[src/rtl/bridge_pkg.sv]
// Shared definitions for the AHB-to-APB bridge: packet layout and back-end FSM encoding.
// Also used by the AHB-side front end, so field positions must not move.
package bridge_pkg;

  localparam int PKT_W         = 41;
  localparam int PKT_WRITE_BIT = 40;
  localparam int PKT_DATA_MSB  = 39;
  localparam int PKT_DATA_LSB  = 8;
  localparam int PKT_ADDR_MSB  = 7;
  localparam int PKT_ADDR_LSB  = 0;

  typedef enum logic [1:0] {
    ST_IDLE   = 2'd0,
    ST_SETUP  = 2'd1,
    ST_ACCESS = 2'd2
  } state_t;

  function automatic logic [PKT_W-1:0] pkt_pack(input logic wr, input logic [31:0] data,
                                                 input logic [7:0] addr);
    return {wr, data, addr};
  endfunction

endpackage

[src/rtl/bridge_pkt_fifo.sv]
// Synchronous request-packet FIFO. Pointers wrap naturally; count carries one extra bit so
// that full and empty can be told apart. A push while full is dropped.
module bridge_pkt_fifo
  import bridge_pkg::*;
#(
  parameter int DEPTH = 2,
  parameter int W     = PKT_W
) (
  input  logic         clk,
  input  logic         rst,
  input  logic         push,
  input  logic         pop,
  input  logic [W-1:0] din,
  output logic         full,
  output logic         empty,
  output logic [W-1:0] head
);

  localparam int AW = $clog2(DEPTH);
  localparam logic [AW:0] FULL_CNT = (AW+1)'(DEPTH);

  logic [W-1:0]  mem [DEPTH];
  logic [AW-1:0] wr_ptr;
  logic [AW-1:0] rd_ptr;
  logic [AW:0]   count;
  logic          push_ok;
  logic          pop_ok;

  assign full    = (count == FULL_CNT);
  assign empty   = (count == '0);
  assign head    = mem[rd_ptr];
  assign push_ok = push && !full;
  assign pop_ok  = pop && !empty;

  always_ff @(posedge clk) begin
    if (push_ok) begin
      mem[wr_ptr] <= din;
    end
  end

  always_ff @(posedge clk) begin
    if (rst) begin
      wr_ptr <= '0;
      rd_ptr <= '0;
      count  <= '0;
    end else begin
      if (push_ok) begin
        wr_ptr <= wr_ptr + 1'b1;
      end
      if (pop_ok) begin
        rd_ptr <= rd_ptr + 1'b1;
      end
      case ({push_ok, pop_ok})
        2'b10:   count <= count + 1'b1;
        2'b01:   count <= count - 1'b1;
        default: count <= count;
      endcase
    end
  end

endmodule

[src/rtl/apb_master_bridge.sv]
// APB3 master back end: queues request packets and runs each as a SETUP->ACCESS transfer.
// Build option APB_TIMEOUT_EN adds an ACCESS watchdog and the Bridge_Timeout output.
module apb_master_bridge
  import bridge_pkg::*;
#(
  parameter int FIFO_DEPTH = 2
`ifdef APB_TIMEOUT_EN
  ,
  parameter int          TIMEOUT_CYCLES = 16,
  parameter logic [31:0] TIMEOUT_RDATA  = 32'hDEAD_BEEF
`endif
) (
  input  logic             HCLK,
  input  logic             RESET,
  input  logic [PKT_W-1:0] Packet_In,
  input  logic             H_Valid,
  output logic             Bridge_Ready,
  output logic [31:0]      Bridge_Rd_Data,
  output logic             Bridge_Rd_Valid,
  output logic             PSEL,
  output logic             PENABLE,
  output logic             PWRITE,
  output logic [7:0]       PADDR,
  output logic [31:0]      PWDATA,
  input  logic [31:0]      PRDATA,
  input  logic             PREADY
`ifdef APB_TIMEOUT_EN
  ,
  output logic             Bridge_Timeout
`endif
);

  state_t           state;
  state_t           state_nxt;
  logic             fifo_full;
  logic             fifo_empty;
  logic [PKT_W-1:0] fifo_head;
  logic             push;
  logic             pop;
  logic             done;

  assign Bridge_Ready = !fifo_full;
  assign push         = H_Valid && !fifo_full;
  assign pop          = !fifo_empty && ((state == ST_IDLE) || done);

  bridge_pkt_fifo #(
    .DEPTH (FIFO_DEPTH),
    .W     (PKT_W)
  ) u_fifo (
    .clk   (HCLK),
    .rst   (RESET),
    .push  (push),
    .pop   (pop),
    .din   (Packet_In),
    .full  (fifo_full),
    .empty (fifo_empty),
    .head  (fifo_head)
  );

`ifdef APB_TIMEOUT_EN
  localparam int TMO_W = $clog2(TIMEOUT_CYCLES + 1);
  localparam logic [TMO_W-1:0] TMO_LOAD = TMO_W'(TIMEOUT_CYCLES - 1);

  logic [TMO_W-1:0] tmo_cnt;
  logic             tmo_hit;

  // Down-counter reaches zero in the last permitted ACCESS cycle; PREADY there still wins.
  assign tmo_hit = (state == ST_ACCESS) && (tmo_cnt == '0) && !PREADY;
  assign done    = (state == ST_ACCESS) && (PREADY || tmo_hit);

  always_ff @(posedge HCLK) begin
    if (RESET) begin
      tmo_cnt        <= '0;
      Bridge_Timeout <= 1'b0;
    end else begin
      Bridge_Timeout <= tmo_hit;
      if (state_nxt == ST_SETUP) begin
        tmo_cnt <= TMO_LOAD;
      end else if ((state == ST_ACCESS) && (tmo_cnt != '0)) begin
        tmo_cnt <= tmo_cnt - 1'b1;
      end
    end
  end
`else
  assign done = (state == ST_ACCESS) && PREADY;
`endif

  always_ff @(posedge HCLK) begin
    if (RESET) begin
      state <= ST_IDLE;
    end else begin
      state <= state_nxt;
    end
  end

  always_comb begin
    state_nxt = state;
    case (state)
      ST_IDLE:   if (!fifo_empty) state_nxt = ST_SETUP;
      ST_SETUP:  state_nxt = ST_ACCESS;
      ST_ACCESS: if (done) state_nxt = fifo_empty ? ST_IDLE : ST_SETUP;
      default:   state_nxt = ST_IDLE;
    endcase
  end

  always_comb begin
    PSEL    = (state != ST_IDLE);
    PENABLE = (state == ST_ACCESS);
  end

  // Address/data are only reloaded on a pop, so they hold from SETUP through ACCESS end.
  always_ff @(posedge HCLK) begin
    if (RESET) begin
      PADDR           <= '0;
      PWRITE          <= 1'b0;
      PWDATA          <= '0;
      Bridge_Rd_Data  <= '0;
      Bridge_Rd_Valid <= 1'b0;
    end else begin
      Bridge_Rd_Valid <= 1'b0;
      if (pop) begin
        PADDR  <= fifo_head[PKT_ADDR_MSB:PKT_ADDR_LSB];
        PWRITE <= fifo_head[PKT_WRITE_BIT];
        PWDATA <= fifo_head[PKT_DATA_MSB:PKT_DATA_LSB];
      end
      if (done && !PWRITE) begin
`ifdef APB_TIMEOUT_EN
        Bridge_Rd_Data <= PREADY ? PRDATA : TIMEOUT_RDATA;
`else
        Bridge_Rd_Data <= PRDATA;
`endif
        Bridge_Rd_Valid <= 1'b1;
      end
    end
  end

endmodule

[config.mk]
export PLATFORM = sky130hd
export DESIGN_NAME = apb_master_bridge
export DESIGN_NICKNAME = d
export VERILOG_FILES = /design/src/rtl/bridge_pkg.sv /design/src/rtl/bridge_pkt_fifo.sv /design/src/rtl/apb_master_bridge.sv
export SDC_FILE = /design/constraint.sdc
export NUM_CORES = 1
export LEC_CHECK = 0
export ABC_AREA = 1
export CAP_MARGIN = 15
export CORE_MARGIN = 2
export CORE_UTILIZATION = 49
export CTS_CLUSTER_DIAMETER = 40
export CTS_CLUSTER_SIZE = 16
export DETAILED_ROUTE_END_ITERATION = 12
export PLACE_DENSITY = 0.77
export SLEW_MARGIN = 25
export SYNTH_ARGS = -nofsm -noshare
export SYNTH_HDL_FRONTEND = slang
export SYNTH_SLANG_ARGS = --single-unit
[constraint.sdc]
create_clock -name HCLK -period 5.95 [get_ports HCLK]
set_input_delay 0.595 -clock HCLK [delete_from_list [all_inputs] [get_ports HCLK]]
set_output_delay 0.595 -clock HCLK [all_outputs]
set_load 0.01 [all_outputs]
==> reports/metrics.csv <==
stage,metric,value,unit
timing,tightest_slew,835,ps
timing,fin_crit_sh,41.5,%
power,ir_worst_vdd,0.245,mV
logic_synthesis,yosysTopAreaCellShare,40.4,%
cts,h-tree-depth,4,
detailed_routing,wl,13.2,mm
floorplan,ios,154,
timing,post-route-min-period,2470,ps
logic_synthesis,synth_edf_count,82,
cells_and_area,finish.net_count,882,
power,total_power,3.91,mW
critical_path,critPathMaxStageDelay,630,ps
detailed_routing,drt_pass1_iterations,5,
logic_synthesis,synth_common_cells,"nand2_1, nor2_1, edfxtp_1",
critical_path,worst-path-max-fanout,86,
floorplan,start_util,50.5,%
timing,max_freq,0.405,GHz
grt,grt_max_degree,87,
cts,clockBufferDepth,2,
logic_synthesis,synth_top_family_by_area,simple AND/OR/NAND/NOR gates,
detailed_routing,num_vias,4625,
outcome,status,finished clean,
power,power_density,472,mW/mm2
placed_design,finalWeightedCongestion,0.801,
placed_design,numPortBuffers,153,
logic_synthesis,synthCells,660,
timing,finalSetupTns,0,ps
grt,gr-total-overflow,0,
logic_synthesis,synth_seq_area_share,66.7,%
logic_synthesis,ys_warn_count,0,
cts,cts_root_buffer,clkbuf_16,
critical_path,timing.critical_path.arrival,2770,ps
timing,fin_skew,11.3,ps
critical_path,crit_start,PREADY,
cts,path_clk_slew,60,ps
logic_synthesis,synthMuxAreaShare,0,%
timing,max_slew_margin,44.3,%
cts,cts_tree,built,
logic_synthesis,synth_area_leader_cell,edfxtp_1,
floorplan,die_y,115,um
critical_path,crit_type,primary input to flip-flop,
grt,track_usage,20.7,%
cells_and_area,antenna_cells,0,
flow_run,maxCapViolCount,0,
detailed_routing,drc,0,
grt,grt_pass1_vias,4580,
logic_synthesis,netlist_area,0.00609,mm2
timing,slew_violations,0,
cells_and_area,fin_cells,985,
logic_synthesis,ys_async_sr_fraction,0,%
floorplan,rows,40,
cts,cts_hold_buffers,0,
logic_synthesis,ys_ff_latch,162,
detailed_routing,avgRoutedWirePerCell,13.4,um
critical_path,rr_worst_depth,9,
floorplan,die_area,0.0133,mm2
logic_synthesis,synth.avg_cell_area,9.22,um2
floorplan,die_w,115,um
critical_path,crit_path_end_kind,flip-flop,
logic_synthesis,synth-simple-area-share,23.6,%
critical_path,cp_slowest_cell,buf_4,
power,p_leak,3.45,nW
placed_design,place_inst,953,
placed_design,hpwl,8.14,mm
logic_synthesis,yosys_most_used_dff,edfxtp_1,
cts,cts_resized,0,
grt,grt_pass1_wl,21.2,mm
critical_path,worstSetupStartpointType,primary input,
critical_path,crit_chain,clkdlybuf4s50_1 -> inv_2 -> nand2_1 -> nand3_2 -> buf_4 -> inv_1 -> ha_1 -> or2_2 -> a21oi_1 -> nor2_1,
detailed_routing,drt_iter0_markers,382,
worst_hold_path,hold_class,flip-flop to flip-flop,
critical_path,critPathRequiredTime,6250,ps
logic_synthesis,yosys-top-cells-area,"edfxtp_1, dfxtp_1, nand2_1",
floorplan,core,0.0121,mm2
critical_path,r2r_end,u_fifo.count[1],
cells_and_area,layout-drive-gt1-share,4.90,%
timing,rsz0062_at_grt,false,
critical_path,endpoint,u_fifo.count[1],
logic_synthesis,synth_fp_nets,738,
cts,cts_buffers,17,
detailed_routing,via_per_inst,4.70,
logic_synthesis,synth-xor-area-share,0,%
critical_path,rrSetupSlack,3730,ps
timing,hold_viol,0,
logic_synthesis,synth_fa_ha_area_share,0.206,%
cells_and_area,syn2layout_area_growth,36.1,%
cts,clock_latency,420,ps
logic_synthesis,yosysMostFrequentCell,nand2_1,
timing,finalSetupViolations,0,
cts,post_cts_buffers,0,
grt,antenna_found_initial,0,
detailed_routing,antenna_left,0,
critical_path,reg2reg_from,u_fifo.count[1],
logic_synthesis,synth_compound_area_share,3.12,%
cts,clock-sinks,162,
logic_synthesis,synth_cell_types,19,
==> area by class of cell <==
| class | instances | area (um2) |
|---|---|---|
| sequential | 162 | 4060 |
| fill | 931 | 3780 |
| multi-input combinational | 415 | 1660 |
| timing repair buffer | 157 | 1560 |
| clock buffer | 26 | 469 |
| tap | 168 | 210 |
| inverter | 51 | 194 |
| clock inverter | 6 | 131 |
==> cell families (layout without fill, tap and decap cells) <==
family | Yosys count | after routing
AOI/OAI and AO/OA | 38 | 38
adders and majority gates | 1 | 1
buffers and inverters | 83 | 240
DFF | 162 | 162
and+or+nand+nor | 376 | 376
==> worst max-delay path: cells and delay by family <==
kind                     cells  cell delay (ps)
AND/OR/NAND/NOR              4              490
AO/OA/AOI/OAI                1              200
adder cells (fa/ha/maj)      1              240
buffers and inverters        4             1220
==> power by group <==
| part | total, mW | switching, mW | internal (mW) | leakage [nW] |
|---|---|---|---|---|
| logic | 1.26 | 0.723 | 0.540 | 1.74 |
| clock network | 1.11 | 0.397 | 0.712 | 0.284 |
| registers | 1.54 | 0.114 | 1.42 | 1.42 |
| total | 3.91 | 1.23 | 2.67 | 3.45 |
==> routing by layer <==
layer	vias up	global-route usage (%)	wire, um
met4	0	9.32	193
li1	2338	-	-
met5	-	0	0
met2	180	35.3	6480
met3	18	5.91	1120
met1	2089	24.3	5400
==> worst min path at each step <==
stage / startpoint / endpoint / slack [ps] / depth (start not counted)
2_1_floorplan: u_fifo.wr_ptr / u_fifo.wr_ptr / 450 / 2
3_3_place_gp: Bridge_Rd_Data[4] / Bridge_Rd_Data[4] / 460 / 2
3_5_place_dp: Bridge_Rd_Data[3] / Bridge_Rd_Data[3] / 470 / 2
4_1_cts: Bridge_Rd_Data[15] / Bridge_Rd_Data[15] / 490 / 2
5_1_grt: Bridge_Rd_Data[15] / Bridge_Rd_Data[15] / 500 / 2
6_report: Bridge_Rd_Data[15] / Bridge_Rd_Data[15] / 480 / 2
==> cell usage in the layout (no fill, tap or decap) <==
master / n
nor2_1: 152
a21oi_1: 5
ha_1: 1
nand2_4: 1
clkinv_1: 1
clkbuf_8: 1
nor2_4: 3
clkbuf_16: 17
clkdlybuf4s50_1: 153
inv_2: 6
clkbuf_1: 8
o21ai_0: 33
inv_4: 1
or2_2: 1
nand3_2: 1
edfxtp_1: 82
nand2_1: 216
bufinv_16: 4
dfxtp_1: 80
nand3_1: 2
buf_4: 4
clkinvlp_4: 1
inv_1: 44
==> state kept, by name (all words and copies together) (netlist names) <==
register         flops
u_fifo.wr_ptr        1
PADDR                8
PWDATA              32
u_fifo.rd_ptr        1
u_fifo.count         2
Bridge_Rd_Valid      1
u_fifo.mem          82
state                2
PWRITE               1
Bridge_Rd_Data      32
==> per-stage QoR <==
| step | hold slack, ps | cell area, um2 | utilization, % | setup slack [ps] |
|---|---|---|---|---|
| 6_report | 481 | 8290 | 68.7 | 3480 |
| 5_1_grt | 502 | 8290 | 68.7 | 3250 |
| 3_5_place_dp | 474 | 7680 | 63.7 | 3060 |
| 3_3_place_gp | 462 | 7680 | 63.7 | 3150 |
| 4_1_cts | 488 | 8290 | 68.7 | 3480 |
| 2_1_floorplan | 448 | 6090 | - | 3090 |
No activity file was read; power rests on OpenSTA's default activity.
